--- src/rtl/adapter_serializer_1_to_4_pkg.sv ---
// Shared definitions for the 1-to-4 serializer adapter.
// Holds the default geometry of the packed input bus and the state encoding
// used by adapter_serializer_1_to_4.
package adapter_serializer_1_to_4_pkg;

  localparam int DEFAULT_DATA_WIDTH = 16;
  localparam int DEFAULT_N_INPUTS   = 4;
  localparam int DEFAULT_CNT_WIDTH  = 2;

  typedef enum logic {
    ST_IDLE = 1'b0,
    ST_SEND = 1'b1
  } state_e;

endpackage

--- src/rtl/adapter_word_counter.sv ---
// Word index counter for the adapter family.
// A CNT_WIDTH-bit counter with synchronous reset, clear and enable. is_last
// flags the final word index (N_INPUTS-1). Clear wins over enable so a new
// packet can restart the index in the same cycle the old one finishes.
//
// Ports:
//   clk     - rising-edge clock
//   reset   - synchronous, active-high reset
//   clear   - return count to 0
//   enable  - advance count by one
//   count   - current word index
//   is_last - count equals N_INPUTS-1
module adapter_word_counter #(
  parameter int CNT_WIDTH = 2,
  parameter int N_INPUTS  = 4
) (
  input  logic                 clk,
  input  logic                 reset,
  input  logic                 clear,
  input  logic                 enable,
  output logic [CNT_WIDTH-1:0] count,
  output logic                 is_last
);

  always_ff @(posedge clk) begin
    // NOTE: state registers use non-blocking assignment so every flop
    // samples pre-edge values, independent of process ordering.
    if (reset) begin
      count <= '0;
    end else if (clear) begin
      count <= '0;
    end else if (enable) begin
      count <= count + CNT_WIDTH'(1);
    end
  end

  assign is_last = (count == CNT_WIDTH'(N_INPUTS - 1));

endmodule

--- src/rtl/adapter_serializer_1_to_4.sv ---
// 1-to-N serializer adapter.
// Accepts a packed N_INPUTS*DATA_WIDTH bus from the upstream 4-to-1 adapter
// and emits it as N_INPUTS DATA_WIDTH words on a valid/ready stream, MSB
// slice (r0) first. A new packet may be accepted in the same cycle the last
// word of the previous one is taken, so back-to-back packets have no bubble.
//
// Ports:
//   clk       - rising-edge clock
//   reset     - synchronous, active-high reset
//   r         - packed input, r0 in the MSBs
//   in_valid  - r is valid
//   in_ready  - r is accepted this cycle (combinational from out_ready)
//   out_data  - current word
//   out_valid - out_data is valid
//   out_ready - consumer accepts out_data this cycle
//   out_last  - out_data is the final word of the packet
module adapter_serializer_1_to_4
  import adapter_serializer_1_to_4_pkg::*;
#(
  parameter int DATA_WIDTH = DEFAULT_DATA_WIDTH,
  parameter int N_INPUTS   = DEFAULT_N_INPUTS,
  parameter int CNT_WIDTH  = DEFAULT_CNT_WIDTH
) (
  input  logic                           clk,
  input  logic                           reset,
  input  logic [N_INPUTS*DATA_WIDTH-1:0] r,
  input  logic                           in_valid,
  output logic                           in_ready,
  output logic [DATA_WIDTH-1:0]          out_data,
  output logic                           out_valid,
  input  logic                           out_ready,
  output logic                           out_last
);

  localparam int BUS_WIDTH = N_INPUTS * DATA_WIDTH;

  state_e                 state_q;
  state_e                 state_d;
  logic [BUS_WIDTH-1:0]   shift_q;
  logic [CNT_WIDTH-1:0]   count;
  logic                   is_last;
  logic                   load;
  logic                   out_fire;

  assign out_valid = (state_q == ST_SEND);
  assign out_last  = out_valid && is_last;
  assign out_fire  = out_valid && out_ready;
  // Taking the last word frees the block in the same cycle, which is what
  // lets the next packet load without an idle cycle in between.
  assign in_ready  = (state_q == ST_IDLE) || (out_fire && out_last);
  assign load      = in_valid && in_ready;
  assign out_data  = shift_q[BUS_WIDTH-1 -: DATA_WIDTH];

  always_comb begin
    // NOTE: next-state gets a default before the case so no path leaves it
    // unassigned, which would otherwise infer a latch.
    state_d = state_q;
    case (state_q)
      ST_IDLE: if (load) state_d = ST_SEND;
      ST_SEND: if (out_fire && out_last && !load) state_d = ST_IDLE;
      default: state_d = ST_IDLE;
    endcase
  end

  always_ff @(posedge clk) begin
    if (reset) begin
      state_q <= ST_IDLE;
      // NOTE: the shift register is reset, not left free-running, because
      // its top slice is visible on out_data straight out of reset.
      shift_q <= '0;
    end else begin
      state_q <= state_d;
      if (load) begin
        shift_q <= r;
      end else if (out_fire && !out_last) begin
        shift_q <= shift_q << DATA_WIDTH;
      end
    end
  end

  adapter_word_counter #(
    .CNT_WIDTH (CNT_WIDTH),
    .N_INPUTS  (N_INPUTS)
  ) u_word_counter (
    .clk     (clk),
    .reset   (reset),
    .clear   (load),
    .enable  (out_fire && !out_last),
    .count   (count),
    .is_last (is_last)
  );

  // The index never runs past the final word; encodings above N_INPUTS-1
  // are unreachable.
  assert property (@(posedge clk) disable iff (reset)
    count <= CNT_WIDTH'(N_INPUTS - 1));

endmodule

--- config.mk ---
export PLATFORM = sky130hd
export DESIGN_NAME = adapter_serializer_1_to_4
export DESIGN_NICKNAME = d
export VERILOG_FILES = /design/src/rtl/adapter_serializer_1_to_4_pkg.sv /design/src/rtl/adapter_word_counter.sv /design/src/rtl/adapter_serializer_1_to_4.sv
export SDC_FILE = /design/constraint.sdc
export NUM_CORES = 1
export LEC_CHECK = 0
export ABC_AREA = 1
export CAP_MARGIN = 20
export CORE_MARGIN = 2
export CORE_UTILIZATION = 46
export DETAILED_ROUTE_END_ITERATION = 8
export PLACE_DENSITY = 0.81
export SLEW_MARGIN = 10
export SYNTH_ARGS = -nofsm -noshare
export SYNTH_HDL_FRONTEND = slang
export SYNTH_SLANG_ARGS = --single-unit
--- constraint.sdc ---
create_clock -name clk -period 1.6 [get_ports clk]
set_clock_uncertainty 0.2 [all_clocks]
set_input_delay 0.24 -clock clk [delete_from_list [all_inputs] [get_ports clk]]
set_output_delay 0.24 -clock clk [all_outputs]
set_load 0.005 [all_outputs]
---- Word level (Yosys, flattened, before mapping) ----
Cells that the tools add are included.
operators by class
  add/subtract/negate cells ............... 1
  equal/unequal tests ..................... 1
  mux-type cells .......................... 5
  bitwise gates (word level) .............. 1
  reduce and logical (&&, ||, !) cells .... 11
operator list
  operator               number
  $mux W64               2
  $logic_and A1 B1 Y1    6
  $add A2 B1 Y2 const B  1
  $eq A2 B2 Y1 const B   1
  $logic_not A1 Y1       2
  $mux W1                2
  $pmux W1 S2            1
  $reduce_bool A2 Y1     1
  $reduce_or A2 Y1       1
  $logic_or A1 B1 Y1     1
  $not A1 Y1             1
storage, ports and cells
  flip-flop bits (word level) ............. 67
  input bits .............................. 68
  output and inout bits ................... 19
  word-level logic and storage cells ...... 22

---- Depth between registers and ports, before layout ----
  depth in word-level cells ............... 9
  gate-level depth with buffers ........... 8

---- By module ----
Synthesis repeated with hierarchy kept, for this count alone.
unflattened totals
  cells, all modules ...................... 495
  area total of the unflattened synthesis .. 3528.4 µm²
by module, submodules not included
  module                     instances  cells each  area an instance (µm²)  sequential area each (µm²)
  adapter_serializer_1_to_4  1          482         3433.3                  1301.2
  adapter_word_counter       1          13          95.1                    40.0

---- Worst setup path before layout ----
OpenSTA, ideal clock, no wires.
  path type ............................... register -> register
  start ................................... register u_word_counter.count[0]
  end ..................................... register shift_q[28]
  library setup time ...................... 70 ps
  data arrival time ....................... 1232 ps
  required time ........................... 1330 ps
  path slack .............................. 98 ps
  stages on the path, launching flop included .. 9
  cell sequence ........................... dfxtp_1 ha_1 inv_2 buf_2 buf_2 nand4_1 nand2_1 nand2_1 a21oi_1
on the way
  word-level cells in the longest chain between the ends .. 6
  elaborated cells between the ends (all ways) .. 9
ends and longest elaborated chain
  element                                                RTL line                         text
  from (decl)                                            adapter_word_counter.sv:21       output logic [CNT_WIDTH-1:0] count,
  from (signal assigned)                                 adapter_word_counter.sv:33       count <= count + CNT_WIDTH'(1);
  $eq A2 B2 Y1 *                                         adapter_word_counter.sv:37       assign is_last = (count == CNT_WIDTH'(N_INPUTS - 1));
  $logic_and A1 B1 Y1 *                                  adapter_serializer_1_to_4.sv:46  assign out_last = out_valid && is_last;
  $logic_and A1 B1 Y1                                    adapter_serializer_1_to_4.sv:50  assign in_ready = (state_q == ST_IDLE) || (out_fire && out_last);
  $logic_or A1 B1 Y1                                     adapter_serializer_1_to_4.sv:50
  $logic_and A1 B1 Y1                                    adapter_serializer_1_to_4.sv:51  assign load = in_valid && in_ready;
  $mux W64 / $reduce_bool A2 Y1 (equally long branches)  n/a
  to (signal assigned)                                   adapter_serializer_1_to_4.sv:74  shift_q <= r;
  to (signal assigned)                                   adapter_serializer_1_to_4.sv:76  shift_q <= shift_q << DATA_WIDTH;
  to (decl)                                              adapter_serializer_1_to_4.sv:39  logic [BUS_WIDTH-1:0] shift_q;
Every way passes the cells marked *; elsewhere a longest branch is shown, timed or not.
A chain may end at the register's enable or synchronous reset.

---- Worst setup path after layout ----
  start ................................... register u_word_counter.count[0]
  end ..................................... register shift_q[54]
The elaborated chain is that of the path after synthesis.

==> reports/results.txt <==
Hold EP: u_word_counter.count[0]$_SDFFE_PP0P_
Largest net degree at the start of global routing: 37
DRC viols: 0
Gate Count Post-Synth: 494
Largest incremental delay on the critical path: 0.37 ns
Layout cell share with drive strength beyond 1: 34.4%
Post-synthesis xor/xnor area fraction: 0.229%
Hold depth: 4
First-pass GRT wire length: 18.9 mm
Placed Instances: 644
Crit path depth: 11
Sink Count: 67
Status: finished with violations
Nets: 643
Worst setup SP type: register
Core area: 8130 um^2
H-tree depth: 3
Worst Setup Slack, final: -0.148 ns
Final Wtd Congestion: 0.838
CTS buffer count: 9
RSZ-0062 raised after global routing: yes
Reg-to-reg startpoint: u_word_counter.count[0]$_SDFFE_PP0P_
Crit path kind: register to register
Post-layout min period: 1.75 ns
Final design area excluding fillers: 5690 um^2
Routed via count: 4,256
Slew headroom: 69.1%
Worst-path clk slew: 0.08 ns
Starting Density: 47.1%
Die Area: 9070 um^2
Number of routed nets with antenna violations: 0
Num rows: 33
Adder-cell share of the synthesized area: 0.327%
R2R cell count: 11
Fmax: 572 MHz
Io pins: 87
Die span in x: 95.3 um
Routed WL: 13.8 mm
Crit Path Max Fanout: 8
Area share of the largest cell type after synthesis: 35.0%
Most used cell, CP: nand2_4
FILL cells: 572
Min Hold Slack: 0.0456 ns
PortBufs: 86
CTS tree: yes
Hold_buf cts: 0
Synth Area in Compound Gates: 8.62%
Failing checks: setup timing
Worst slack, placed: -0.131 ns
Synth top area cells: dfxtp_1, nand3_2, nand2_1
Critical Path RT: 1.70 ns
Reg2Reg Setup Slack: -0.15 ns
Diodes inserted: 0
Netlist cell types: 21
Avg WL per Cell: 20.2 um
R2R Path End: shift_q[54]$_SDFFE_PP0P_
Gr usage total: 27.0%
Syn nets: 563
Post-Layout Cell Count: 684
Worst Tran Pin Value: 0.463 ns
HPWL Detailed: 7.25 mm
Synth area leader: dfxtp_1
DRT iter0 DRCs: 410
GR Overflow Total: 0
Drt pass-1 iters: 5
Final Slew Violations: 0
Vias per std cell: 6.22
Antenna violations before repair: 0
LEAKAGE: 2.27 nW
Chip height: 95.3 um
Simple-gate share of the synthesized area: 43.4%
Top cell family by delay on the critical path: buffers and inverters
Worst-case clock buffer depth: 2
Post-DP Area: 4710 um^2
Max IR drop VDD: 0.467 mV
WP buf/inv: 4
Crit-path cells: ha_4 -> nand2_4 -> nand2_4 -> buf_6 -> nand2_8 -> buf_12 -> buf_12 -> buf_16 -> nand2_4 -> nand2_2 -> a21oi_2
Hold wc startpoint: reset
Power per Cell Area: 793 nW/um^2
Clk_lat worst skew: 0.35 ns
Setup TNS: -5.30 ns
Max cap viols: 0
Crit path DAT: 1.85 ns
Syn Area/Cell: 7.76 um^2
Clock Tree Root: clkbuf_8
Final worst-path cycle share: 109%
Worst Setup End Kind: register
Critical-path top delay cell: dfxtp_2
Mux cell area share after synthesis: 0%
Synth warnings: 0
Hold Vio Cnt, Final: 0
Endpoints failing setup: 68
Register area share after synthesis: 35.0%
Hold WC Path Type: input pin to register
#FFs+latches synth: 67
Pwr Total: 4.51 mW
Largest family of logic cells by synthesized area: simple AND/OR/NAND/NOR gates
Number of global-route vias before repair: 3,851
Area grow syn2layout: 48.4%
Post-Syn Area: 3830 um^2
Final Core Density: 69.9%
-- power by group --
part           switching [mW]  total [mW]  internal [mW]
registers               0.103        1.90           1.80
clock network           0.676        1.44          0.764
logic                   0.575        1.17          0.593
total                    1.35        4.51           3.15
-- cell usage after synthesis --
cell type	n
nand2_1	100
buf_4	26
dfxtp_1	67
nor2_1	1
nand2_4	1
buf_2	23
nand3_1	43
o21ai_1	1
ha_1	1
nand3_2	39
inv_1	4
xor2_1	1
buf_8	1
nand3b_1	48
clkbuf_1	15
inv_2	2
buf_1	1
buf_6	6
nand4_1	48
a21oi_1	65
nand2_2	1
-- cell families after synthesis --
family	after synthesis
buffers and inverters	78
adder cells (fa/ha/maj)	1
XOR/XNOR	1
flip-flops	67
AO/OA/AOI/OAI	66
AND/OR/NAND/NOR	281
-- per-layer routing --
| metal | share of wire [%] | global-route usage [%] |
|---|---|---|
| met3 | 8.5 | 4.43 |
| met1 | 38 | 33.4 |
| met4 | 4.7 | 12.9 |
| met2 | 49 | 45.6 |
| met5 | 0 | 0 |
-- layout by cell type (no fill, tap or decap), drive strengths merged --
| cell type | n |
|---|---|
| a21oi | 65 |
| buf | 54 |
| bufbuf | 1 |
| bufinv | 1 |
| clkbuf | 19 |
| clkdlybuf4s50 | 64 |
| clkinv | 1 |
| dfxtp | 67 |
| dlygate4sd2 | 15 |
| dlymetal6s2s | 2 |
| ha | 1 |
| inv | 6 |
| nand2 | 102 |
| nand3 | 82 |
| nand3b | 48 |
| nand4 | 48 |
| nor2 | 1 |
| o21ai | 1 |
| xor2 | 1 |
-- repair_timing --
| action | CTS | global route |
|---|---|---|
| setup buffers | 18 | 1 |
| setup endpoints to repair | 84 | 70 |
| cloned | 6 | 5 |
| pin swaps | 9 | 17 |
| resized for setup | 78 | 70 |
-- how the worst max path moves through the flow --
stage | endpoint | start
floorplan | shift_q[28]$_SDFFE_PP0P_ | u_word_counter.count[0]$_SDFFE_PP0P_
CTS | shift_q[46]$_SDFFE_PP0P_ | u_word_counter.count[1]$_SDFFE_PP0P_
finish | shift_q[54]$_SDFFE_PP0P_ | u_word_counter.count[0]$_SDFFE_PP0P_
detailed placement | in_ready | u_word_counter.count[0]$_SDFFE_PP0P_
global placement | in_ready | u_word_counter.count[0]$_SDFFE_PP0P_
global route | shift_q[47]$_SDFFE_PP0P_ | u_word_counter.count[0]$_SDFFE_PP0P_
-- tightest hold or removal path, cell delays in order --
cell     delay, ns
buf_2         0.12
inv_1         0.08
nand2_1       0.07
nor2_1        0.05
-- registers in the layout, indices dropped and copies added (netlist names) --
name	cells
shift_q	64
out_valid	1
u_word_counter.count	2
-- area by class of cell --
class	instances	area, um^2	area share (%)
Multi-Input combinational cell	349	2340	41.2
Timing Repair Buffer	141	1630	28.7
Sequential cell	67	1360	24.0
Clock buffer	14	153	2.68
Tap cell	105	131	2.31
Clock inverter	2	35.0	0.616
Inverter	6	27.5	0.484
(Power assumes the default switching activity.)
